<file path="src/rtl/oc8051_irq_ctrl.sv">
// oc8051 interrupt controller: IE/IP/TCON[3:0], two-level priority with
// a service stack, vector request/acknowledge to the core.
//
// Ports:
//   clk, rst           clock; asynchronous active-high reset
//   wr_addr, data_in   SFR write address (byte or bit) and data
//   wr, wr_bit         write strobe; bit-addressed write select
//   rd_addr, data_out  SFR read address; registered read data
//   int0_n, int1_n     external interrupt pins, active low
//   tf0, tf1, ri, ti   timer and UART flags (levels)
//   int_ack, reti      core accept / return-from-interrupt pulses
//   irq, int_vec       request and vector to the core
//   tf0_clr, tf1_clr   one-cycle clear pulses to the timer block
// Build option OC8051_IRQ_TF2_EN adds the TF2 source (tf2 in,
// tf2_clr out, vector 0x2B).

module oc8051_irq_ctrl (
  input  logic       clk,
  input  logic       rst,
  input  logic [7:0] wr_addr,
  input  logic [7:0] rd_addr,
  input  logic [7:0] data_in,
  input  logic       wr,
  input  logic       wr_bit,
  input  logic       int0_n,
  input  logic       int1_n,
  input  logic       tf0,
  input  logic       tf1,
  input  logic       ri,
  input  logic       ti,
`ifdef OC8051_IRQ_TF2_EN
  input  logic       tf2,
  output logic       tf2_clr,
`endif
  input  logic       int_ack,
  input  logic       reti,
  output logic       irq,
  output logic [7:0] int_vec,
  output logic       tf0_clr,
  output logic       tf1_clr,
  output logic [7:0] data_out
);

  localparam logic [7:0] A_TCON = 8'h88;
  localparam logic [7:0] A_IE   = 8'hA8;
  localparam logic [7:0] A_IP   = 8'hB8;

  localparam logic [1:0] S_IDLE = 2'd0;
  localparam logic [1:0] S_REQ  = 2'd1;
  localparam logic [1:0] S_ACK  = 2'd2;

  logic [7:0] ie_q, ie_d;
  logic [7:0] ip_q, ip_d;
  logic [3:0] tcon_q, tcon_d, tcon_w;
  logic [1:0] in_svc_q, in_svc_d, svc_pop;
  logic [1:0] state_q, state_d;
  logic [7:0] vec_q, vec_d;
  logic [2:0] src_q, src_d;
  logic       lvl_q, lvl_d;
  logic       tf0_clr_q, tf0_clr_d;
  logic       tf1_clr_q, tf1_clr_d;
  logic [7:0] dout_q, dout_d;
  logic       int0_s_q, int0_p_q;
  logic       int1_s_q, int1_p_q;

  logic       byte_wr, bit_wr;
  logic       fall0, fall1;
  logic       ack_go;
  logic [5:0] flags, pend, hi, lo;
  logic       any;
  logic [2:0] sel_src;
  logic       sel_lvl;
  logic [7:0] sel_vec;

  assign byte_wr = wr & ~wr_bit;
  assign bit_wr  = wr &  wr_bit;

  assign fall0 = int0_p_q & ~int0_s_q;
  assign fall1 = int1_p_q & ~int1_s_q;

  assign ack_go = (state_q == S_REQ) & int_ack;

  // SFR writes; TCON value before hardware flag updates
  always_comb begin
    ie_d   = ie_q;
    ip_d   = ip_q;
    tcon_w = tcon_q;
    if (byte_wr) begin
      if (wr_addr == A_IE)   ie_d   = data_in;
      if (wr_addr == A_IP)   ip_d   = data_in;
      if (wr_addr == A_TCON) tcon_w = data_in[3:0];
    end
    if (bit_wr) begin
      if (wr_addr[7:3] == A_IE[7:3])
        ie_d[wr_addr[2:0]] = data_in[0];
      if (wr_addr[7:3] == A_IP[7:3])
        ip_d[wr_addr[2:0]] = data_in[0];
      if (wr_addr[7:2] == A_TCON[7:2])
        tcon_w[wr_addr[1:0]] = data_in[0];
    end
  end

  // IE0/IE1: level mode tracks the pin; edge mode latches a
  // falling edge, which wins over a software or ack clear
  always_comb begin
    tcon_d = tcon_w;
    if (!tcon_q[0])
      tcon_d[1] = ~int0_s_q;
    else if (fall0)
      tcon_d[1] = 1'b1;
    else if (ack_go && src_q == 3'd0)
      tcon_d[1] = 1'b0;
    if (!tcon_q[2])
      tcon_d[3] = ~int1_s_q;
    else if (fall1)
      tcon_d[3] = 1'b1;
    else if (ack_go && src_q == 3'd2)
      tcon_d[3] = 1'b0;
  end

`ifdef OC8051_IRQ_TF2_EN
  assign flags = {tf2, ri | ti, tf1, tcon_q[3], tf0, tcon_q[1]};
  assign tf2_clr = 1'b0;
`else
  assign flags = {1'b0, ri | ti, tf1, tcon_q[3], tf0, tcon_q[1]};
`endif

  assign pend = flags & ie_q[5:0] & {6{ie_q[7]}};
  assign hi = pend & ip_q[5:0] & {6{~in_svc_q[1]}};
  assign lo = pend & ~ip_q[5:0] & {6{in_svc_q == 2'b00}};

  function automatic logic [2:0] first_set(input logic [5:0] v);
    logic [2:0] r;
    r = 3'd0;
    for (int i = 5; i >= 0; i--)
      if (v[i]) r = 3'(i);
    return r;
  endfunction

  assign any     = (|hi) | (|lo);
  assign sel_lvl = |hi;
  assign sel_src = sel_lvl ? first_set(hi) : first_set(lo);
  assign sel_vec = {2'b00, sel_src, 3'b011};

  // reti pops before an ack in the same cycle pushes
  always_comb begin
    svc_pop = in_svc_q;
    if (reti)
      svc_pop = in_svc_q[1] ? {1'b0, in_svc_q[0]} : 2'b00;
    in_svc_d = svc_pop;
    if (ack_go)
      in_svc_d[lvl_q] = 1'b1;
  end

  always_comb begin
    state_d   = state_q;
    vec_d     = vec_q;
    src_d     = src_q;
    lvl_d     = lvl_q;
    tf0_clr_d = 1'b0;
    tf1_clr_d = 1'b0;
    case (state_q)
      S_IDLE: begin
        if (any) begin
          state_d = S_REQ;
          vec_d   = sel_vec;
          src_d   = sel_src;
          lvl_d   = sel_lvl;
        end
      end
      S_REQ: begin
        if (int_ack) begin
          state_d   = S_ACK;
          tf0_clr_d = (src_q == 3'd1);
          tf1_clr_d = (src_q == 3'd3);
        end else if (any) begin
          vec_d = sel_vec;
          src_d = sel_src;
          lvl_d = sel_lvl;
        end else begin
          state_d = S_IDLE;
          vec_d   = 8'h00;
        end
      end
      S_ACK: begin
        state_d = S_IDLE;
        vec_d   = 8'h00;
      end
      default: begin
        state_d = S_IDLE;
        vec_d   = 8'h00;
      end
    endcase
  end

  // Read path; a same-cycle byte write is forwarded
  always_comb begin
    dout_d = 8'h00;
    case (rd_addr)
      A_IE:    dout_d = ie_q;
      A_IP:    dout_d = ip_q;
      A_TCON:  dout_d = {4'b0000, tcon_q};
      default: dout_d = 8'h00;
    endcase
    if (byte_wr && wr_addr == rd_addr) begin
      case (rd_addr)
        A_IE:    dout_d = data_in;
        A_IP:    dout_d = data_in;
        A_TCON:  dout_d = {4'b0000, data_in[3:0]};
        default: dout_d = 8'h00;
      endcase
    end
  end

  always_ff @(posedge clk or posedge rst) begin
    if (rst) begin
      ie_q      <= 8'h00;
      ip_q      <= 8'h00;
      tcon_q    <= 4'h0;
      in_svc_q  <= 2'b00;
      state_q   <= S_IDLE;
      vec_q     <= 8'h00;
      src_q     <= 3'd0;
      lvl_q     <= 1'b0;
      tf0_clr_q <= 1'b0;
      tf1_clr_q <= 1'b0;
      dout_q    <= 8'h00;
      int0_s_q  <= 1'b1;
      int0_p_q  <= 1'b1;
      int1_s_q  <= 1'b1;
      int1_p_q  <= 1'b1;
    end else begin
      ie_q      <= ie_d;
      ip_q      <= ip_d;
      tcon_q    <= tcon_d;
      in_svc_q  <= in_svc_d;
      state_q   <= state_d;
      vec_q     <= vec_d;
      src_q     <= src_d;
      lvl_q     <= lvl_d;
      tf0_clr_q <= tf0_clr_d;
      tf1_clr_q <= tf1_clr_d;
      dout_q    <= dout_d;
      int0_s_q  <= int0_n;
      int0_p_q  <= int0_s_q;
      int1_s_q  <= int1_n;
      int1_p_q  <= int1_s_q;
    end
  end

  assign irq      = (state_q == S_REQ);
  assign int_vec  = vec_q;
  assign tf0_clr  = tf0_clr_q;
  assign tf1_clr  = tf1_clr_q;
  assign data_out = dout_q;

endmodule

</file>
<file path="config.mk">
export PLATFORM = sky130hd
export DESIGN_NAME = oc8051_irq_ctrl
export DESIGN_NICKNAME = d
export VERILOG_FILES = /design/src/rtl/oc8051_irq_ctrl.sv
export SDC_FILE = /design/constraint.sdc
export NUM_CORES = 1
export LEC_CHECK = 0
export CORE_MARGIN = 10
export CORE_UTILIZATION = 35
export CTS_CLUSTER_SIZE = 28
export DETAILED_ROUTE_END_ITERATION = 12
export DONT_BUFFER_PORTS = 1
export PLACE_DENSITY_LB_ADDON = 0.1
export SLEW_MARGIN = 30
export SYNTH_ARGS = -nofsm -noshare
export SYNTH_HDL_FRONTEND = slang
export SYNTH_SLANG_ARGS = --single-unit
</file>
<file path="constraint.sdc">
create_clock -name clk -period 3.9 [get_ports clk]
set_clock_uncertainty 0.05 [all_clocks]
set_input_delay 0.195 -clock clk [delete_from_list [all_inputs] [get_ports clk]]
set_output_delay 0.195 -clock clk [all_outputs]
set_load 0.1 [all_outputs]
</file>
==> metrics, run 1 <==
Synth Area in Compound Gates 0.144; Yosys top cell by area dfrtp_1; mux cell area share after synthesis 0.138; Syn Std Cell Area approximately 0.0027 mm^2; commonest non-fill, non-tap cell in the layout dfrtp_1; Clock Pin Slew Worst Setup and Hold Paths 0.09 ns; initial antenna violation count 0; commonest cells after routing, fill and taps aside dfrtp_1, nand2_1, nor2_1, mux2i_1, a22oi_1; #FFs+latches synth 46; num rows 31; CP max FO 5; Async SR Flop Fraction 1.00; H-tree depth 2; largest net degree at the start of global routing between 40 and 50; Synth area leaders dfrtp_1, mux2i_1, dfstp_2; status finished, final reports clean; Placer Congestion between 0.7 and 0.8; Pwr per Cell Area between 300 and 400 mW/mm^2; Startpoint Class register; cells after synthesis 260; Iter 0 DRT Violations 100; Worst-Margin Slew approximately 0.95 ns; Chip Width ~110 um; Buf/Inv on CP 1; Slowest cell on crit path or3b_4; Die Y 108 um; YS warnings 0; final cell count without fillers 364; sum of negative setup slack 0 ns; total routed wirelength just under 7 mm; Hold Path Sink tcon_q[2]; Post-Synth Adder-Cell Area 0; R2R depth 6; number of flops mapped to enable cells by yosys 0; CP Data Arrival Time approximately 2.3 ns; hold_sp data_in[0]; GRT overflow 0; ratio of final minimum period to clock period 0.550; maxcap violations 0; Setup Viol. Count Final 0; vias approximately 1900; reg2reg start ie_q[1]; Top FF cell, synth dfrtp_1; CP peak stage delay between 0.4 and 0.5 ns; Critical Path RT 4.04 ns; gr usage total 0.121; vias in the first global route 1999; CORE AREA roughly 0.0074 mm^2; CP delay by family, top simple AND/OR/NAND/NOR gates; post-route ant nets 0; DR DRC count 0; flop2flop setup slack ~1.8 ns; Post-Synth XOR/XNOR Area 0.0259; Yosys cell types 60; Fmax 0.466 GHz; Synth top area share 0.389; setup bufs post-CTS 0; first-pass GRT wire length 11.1 mm; Post-Synth Simple-Gate Area 0.220; cts repair resizes 0; total chip power 0.00102 W; IO Pins 55; # port buffers 0; placed cells 347; worst skew pair latency ~0.3 ns; area delta synth->final 8.88%; RSZ-0062 raised after global routing false; clock sink count 46; Slew headroom 0.364; share of cells above drive strength 1 0.143; final number of hold-violating endpoints 0; worst flop-to-flop path endpoint lvl_q; largest family of logic cells by synthesized area simple AND/OR/NAND/NOR gates; cell leakage power approximately 1.3 nW; worst hold slack between 0.005 and 0.006 ns; die area ~0.012 mm^2; Avg WL per Cell ~19 um; Critical Path End Type register; worst vdd ir 0.150 mV; HPWL after DPL approximately 5.3 mm; Clock Path Buffers 2; hold depth 2; Nets 300; Mean Syn Cell Area roughly 10 um^2; Starting Density 0.367; critical path, cell by cell and3_1 > o21ai_2 > or3b_4 > o31ai_4 > inv_2 > mux2_4; CTS tree yes; Core Util, Final 0.400; register area share after synthesis 0.427; clock buffer count from CTS 5; Hold Crit Class in2reg; Vias/cell approximately 5.3; Inserted Diodes 0; Clk Tree Root Cell clkbuf_8; Final Max Tran Viols 0; drt first pass iters 4; time the worst path needs with I/O delays and setup 2.15 ns; WS Path Type reg2reg
[area by class of cell]
| type | count | area [um^2] |
|---|---|---|
| clock inverters | 1 | 5.00 |
| fillers | 771 | 4420 |
| multi-input cells | 193 | 1450 |
| repair buffers | 9 | 90.1 |
| well taps | 99 | 124 |
| inverters | 9 | 36.3 |
| flip-flops and latches | 46 | 1160 |
| clock buffers | 7 | 86.3 |
[synth_stat cells (2+ instances only)]
library cell,number
nand3b_1,5
nor3b_1,4
o2bb2ai_1,3
nand3_1,3
or3_1,2
nor2_1,19
inv_1,8
a22oi_1,12
nor3_1,5
a31oi_1,5
o22ai_1,3
or2_2,2
clkbuf_1,7
nor2b_1,8
a21oi_1,4
buf_4,4
o21ai_0,6
dfstp_2,4
xor2_1,7
a21o_1,4
nor2_8,2
mux2_1,7
buf_6,2
nor4_1,3
and2_1,2
dfrtp_1,42
mux2i_1,19
and3_1,2
nand2_1,19
mux2_2,8
or3b_1,2
nand4_1,2
a211oi_1,8
[through the flow]
step,setup slack (ns),area [um^2]
5_1_grt,1.64,2950
2_1_floorplan,1.86,2710
3_5_place_dp,1.73,2760
6_report,1.75,2950
4_1_cts,1.74,2950
3_3_place_gp,1.75,2760
[how the worst max path moves through the flow]
| stage | start | to | cells past startpoint |
|---|---|---|---|
| 2_1_floorplan | wr_bit | ie_q[2] | 6 |
| 4_1_cts | ie_q[1] | lvl_q | 6 |
| 6_report | ie_q[1] | lvl_q | 6 |
| 3_3_place_gp | wr_bit | ie_q[2] | 5 |
| 5_1_grt | ie_q[1] | lvl_q | 6 |
| 3_5_place_dp | wr_bit | ip_q[3] | 5 |
[sequential cells by signal (all words and copies together), names as in the netlist, 2 cells and up]
register  flops
in_svc_q      2
src_q         3
ip_q          8
tcon_q        4
state_q       2
ie_q          8
int_vec       4
data_out      8
[power breakdown]
| part | total (W) | internal [W] | switching, W |
|---|---|---|---|
| clock network | 0.000308 | 0.000143 | 0.000164 |
| registers | 0.000597 | 0.000505 | 0.0000924 |
| logic | 0.000112 | 0.0000497 | 0.0000628 |
[routing by layer]
metal / track usage / part of all wire / wire length [um]
met1: 0.161 / 0.48 / 3310
met2: 0.187 / 0.45 / 3130
met4: 0.0315 / 0.011 / 73
met5: 0 / 0 / 0
met3: 0.0335 / 0.057 / 396
[kinds of logic after synthesis]
family / Yosys count
AO/OA/AOI/OAI: 53
multiplexers: 35
other: 1
XOR/XNOR: 8
AND/OR/NAND/NOR: 94
flip-flops: 46
buffers and inverters: 23
[timing repair]
| item | 4_1_cts | 5_1_grt |
|---|---|---|
| endpoints found under the setup margin | 0 | 0 |
| hold buffers | 9 | 0 |
| endpoints found under the hold margin | 56 | 0 |
Power figures use the tool's default switching activity.
==> run 2, diff against run 1 <==
clock period = 2.1 ns   (was 3.9 ns; I/O delays follow)
==> metrics, run 2 (synthesis gave the netlist of run 1 again) <==
status finished, final reports clean (unchanged); final setup margin 0.103 ns (was 1.75 ns); clock buffer count from CTS 5 (unchanged); CORE AREA 0.00737 mm^2 (unchanged); Hold Crit Class in2reg (unchanged); final number of hold-violating endpoints 0 (unchanged); vias in the first global route 2185 (was 1999); Startpoint Class register (unchanged); clock sink count 46 (unchanged); Core Util, Final 0.444 (was 0.400); drt first pass iters 4 (unchanged); sum of negative setup slack 0 ns (unchanged); post-route ant nets 0 (unchanged); Die Y 108 um (unchanged); Critical Path End Type register (unchanged); Setup Viol. Count Final 0 (unchanged); time the worst path needs with I/O delays and setup 2.00 ns (was 2.15 ns); Avg WL per Cell 18.1 um (was 19.0 um); Critical Path RT 2.24 ns (was 4.04 ns); Worst-Margin Slew 0.626 ns (was 0.955 ns); Placer Congestion 0.796 (was 0.792); Nets 338 (was 300); GRT overflow 0 (unchanged); Comb pwr share 0.194 (was 0.110); DP Worst Slack 0.0527 ns (was 1.73 ns); HPWL after DPL 5.54 mm (was 5.28 mm); Iter 0 DRT Violations 106 (was 100); CTS tree yes (unchanged); largest net degree at the start of global routing 31 (was 47); Clk Tree Root Cell clkbuf_8 (unchanged); cell leakage power 1.49 nW (was 1.29 nW); maxcap violations 0 (unchanged); DR DRC count 0 (unchanged); Clk pwr share 0.324 (was 0.302); reg2reg start ip_q[1] (was ie_q[1]); Starting Density 0.367 (unchanged); H-tree depth 2 (unchanged); worst skew pair latency 0.29 ns (was 0.30 ns); Slew headroom 0.582 (was 0.364); num rows 31 (unchanged); Clock Pin Slew Worst Setup and Hold Paths 0.09 ns (about the same); Setup crit start ip_q[1] (was ie_q[1]); share of cells above drive strength 1 0.241 (was 0.143); Pwr per Cell Area 619 mW/mm^2 (was 345 mW/mm^2); Fmax 0.501 GHz (was 0.466 GHz); initial antenna violation count 0 (unchanged); hold_sp rd_addr[4] (was data_in[0]); switching power share of the total 0.298 (was 0.314); Net Sw Power 0.000602 W (was 0.000320 W); commonest cells after routing, fill and taps aside dfrtp_1, buf_4, nand2_1, nor2_1, mux2i_1 (was dfrtp_1, nand2_1, nor2_1, mux2i_1, a22oi_1); area delta synth->final 20.9% (was 8.88%); CP Data Arrival Time 2.13 ns (was 2.29 ns); Final Max Tran Viols 0 (unchanged); ratio of final minimum period to clock period 0.951 (was 0.550); worst vdd ir 0.300 mV (was 0.150 mV); commonest non-fill, non-tap cell in the layout dfrtp_1 (unchanged); gr usage total 0.131 (was 0.121); Inserted Diodes 0 (unchanged); internal power 0.00142 W (was 0.000698 W); IO Pins 55 (unchanged); RSZ-0062 raised after global routing true (was false); sequential share of power 0.483 (was 0.587); die area 0.0116 mm^2 (unchanged); first-pass GRT wire length 12.0 mm (was 11.1 mm); Vias/cell 5.04 (was 5.29); # port buffers 0 (unchanged); total routed wirelength 7.28 mm (was 6.91 mm); vias 2027 (was 1927); Clock Path Buffers 2 (unchanged); Chip Width 108 um (unchanged); WS Path Type reg2reg (unchanged); CP max FO 5 (unchanged)
-- run 2: critical path: stages, from the launching register on --
cell	delay (ns)
dfrtp_1	0.39
and3_1	0.17
o21ai_2	0.16
or3b_4	0.44
o31ai_4	0.27
inv_2	0.11
mux2_4	0.30
-- run 2: cell type report --
cell class,instances,area (um^2)
clock buffer,7,76.3
clock inverter,1,30.0
fill,739,4100
inverter,9,33.8
multi-input combinational,193,1460
sequential,46,1160
tap,99,124
timing repair buffer,47,388
-- run 2: through the flow --
step	area, um^2	hold slack (ns)	power, W	instances
6_report	3270	0.00373	0.00202	402
5_1_grt	3270	0.00594	0.00212	402
4_1_cts	3240	0.00295	0.00204	400
3_5_place_dp	2990	0.0596	0.00135	378
3_3_place_gp	2990	0.0596	0.00136	378
2_1_floorplan	2710	0.0595	0.00130	262
-- run 2: routing by layer --
layer  track usage  wire, um
met5             0         0
met3        0.0323       410
met1         0.182      3510
met2         0.197      3330
met4        0.0324        32
-- run 2: path summary, 6_finish.rpt --
path                       cells after the start          end  slack, ns
min in group asynchronous                      2  data_out[1]       0.30
min reg2reg                                    0     int1_p_q       0.32
max                                            6        lvl_q       0.10
max in group asynchronous                      3     int0_p_q       1.04
max reg2reg                                    6        lvl_q       0.10
min                                            2  data_out[5]      0.004
-- run 2: power groups by stage --
stage,logic (W),registers [W],clock network [W]
final,0.000392,0.000977,0.000655
after global routing,0.000421,0.000987,0.000716
after CTS,0.000389,0.000978,0.000676
after detailed placement,0.000357,0.000995,0
after global placement,0.000360,0.000995,0
after floorplan,0.000253,0.00105,0
-- run 2: timing repair --
| item | 4_1_cts | 5_1_grt |
|---|---|---|
| buffers inserted | 0 | 2 |
| endpoints found under the hold margin | 55 | 0 |
| endpoints found under the setup margin | 0 | 4 |
| gates resized for setup | 0 | 4 |
| hold buffers | 14 | 0 |
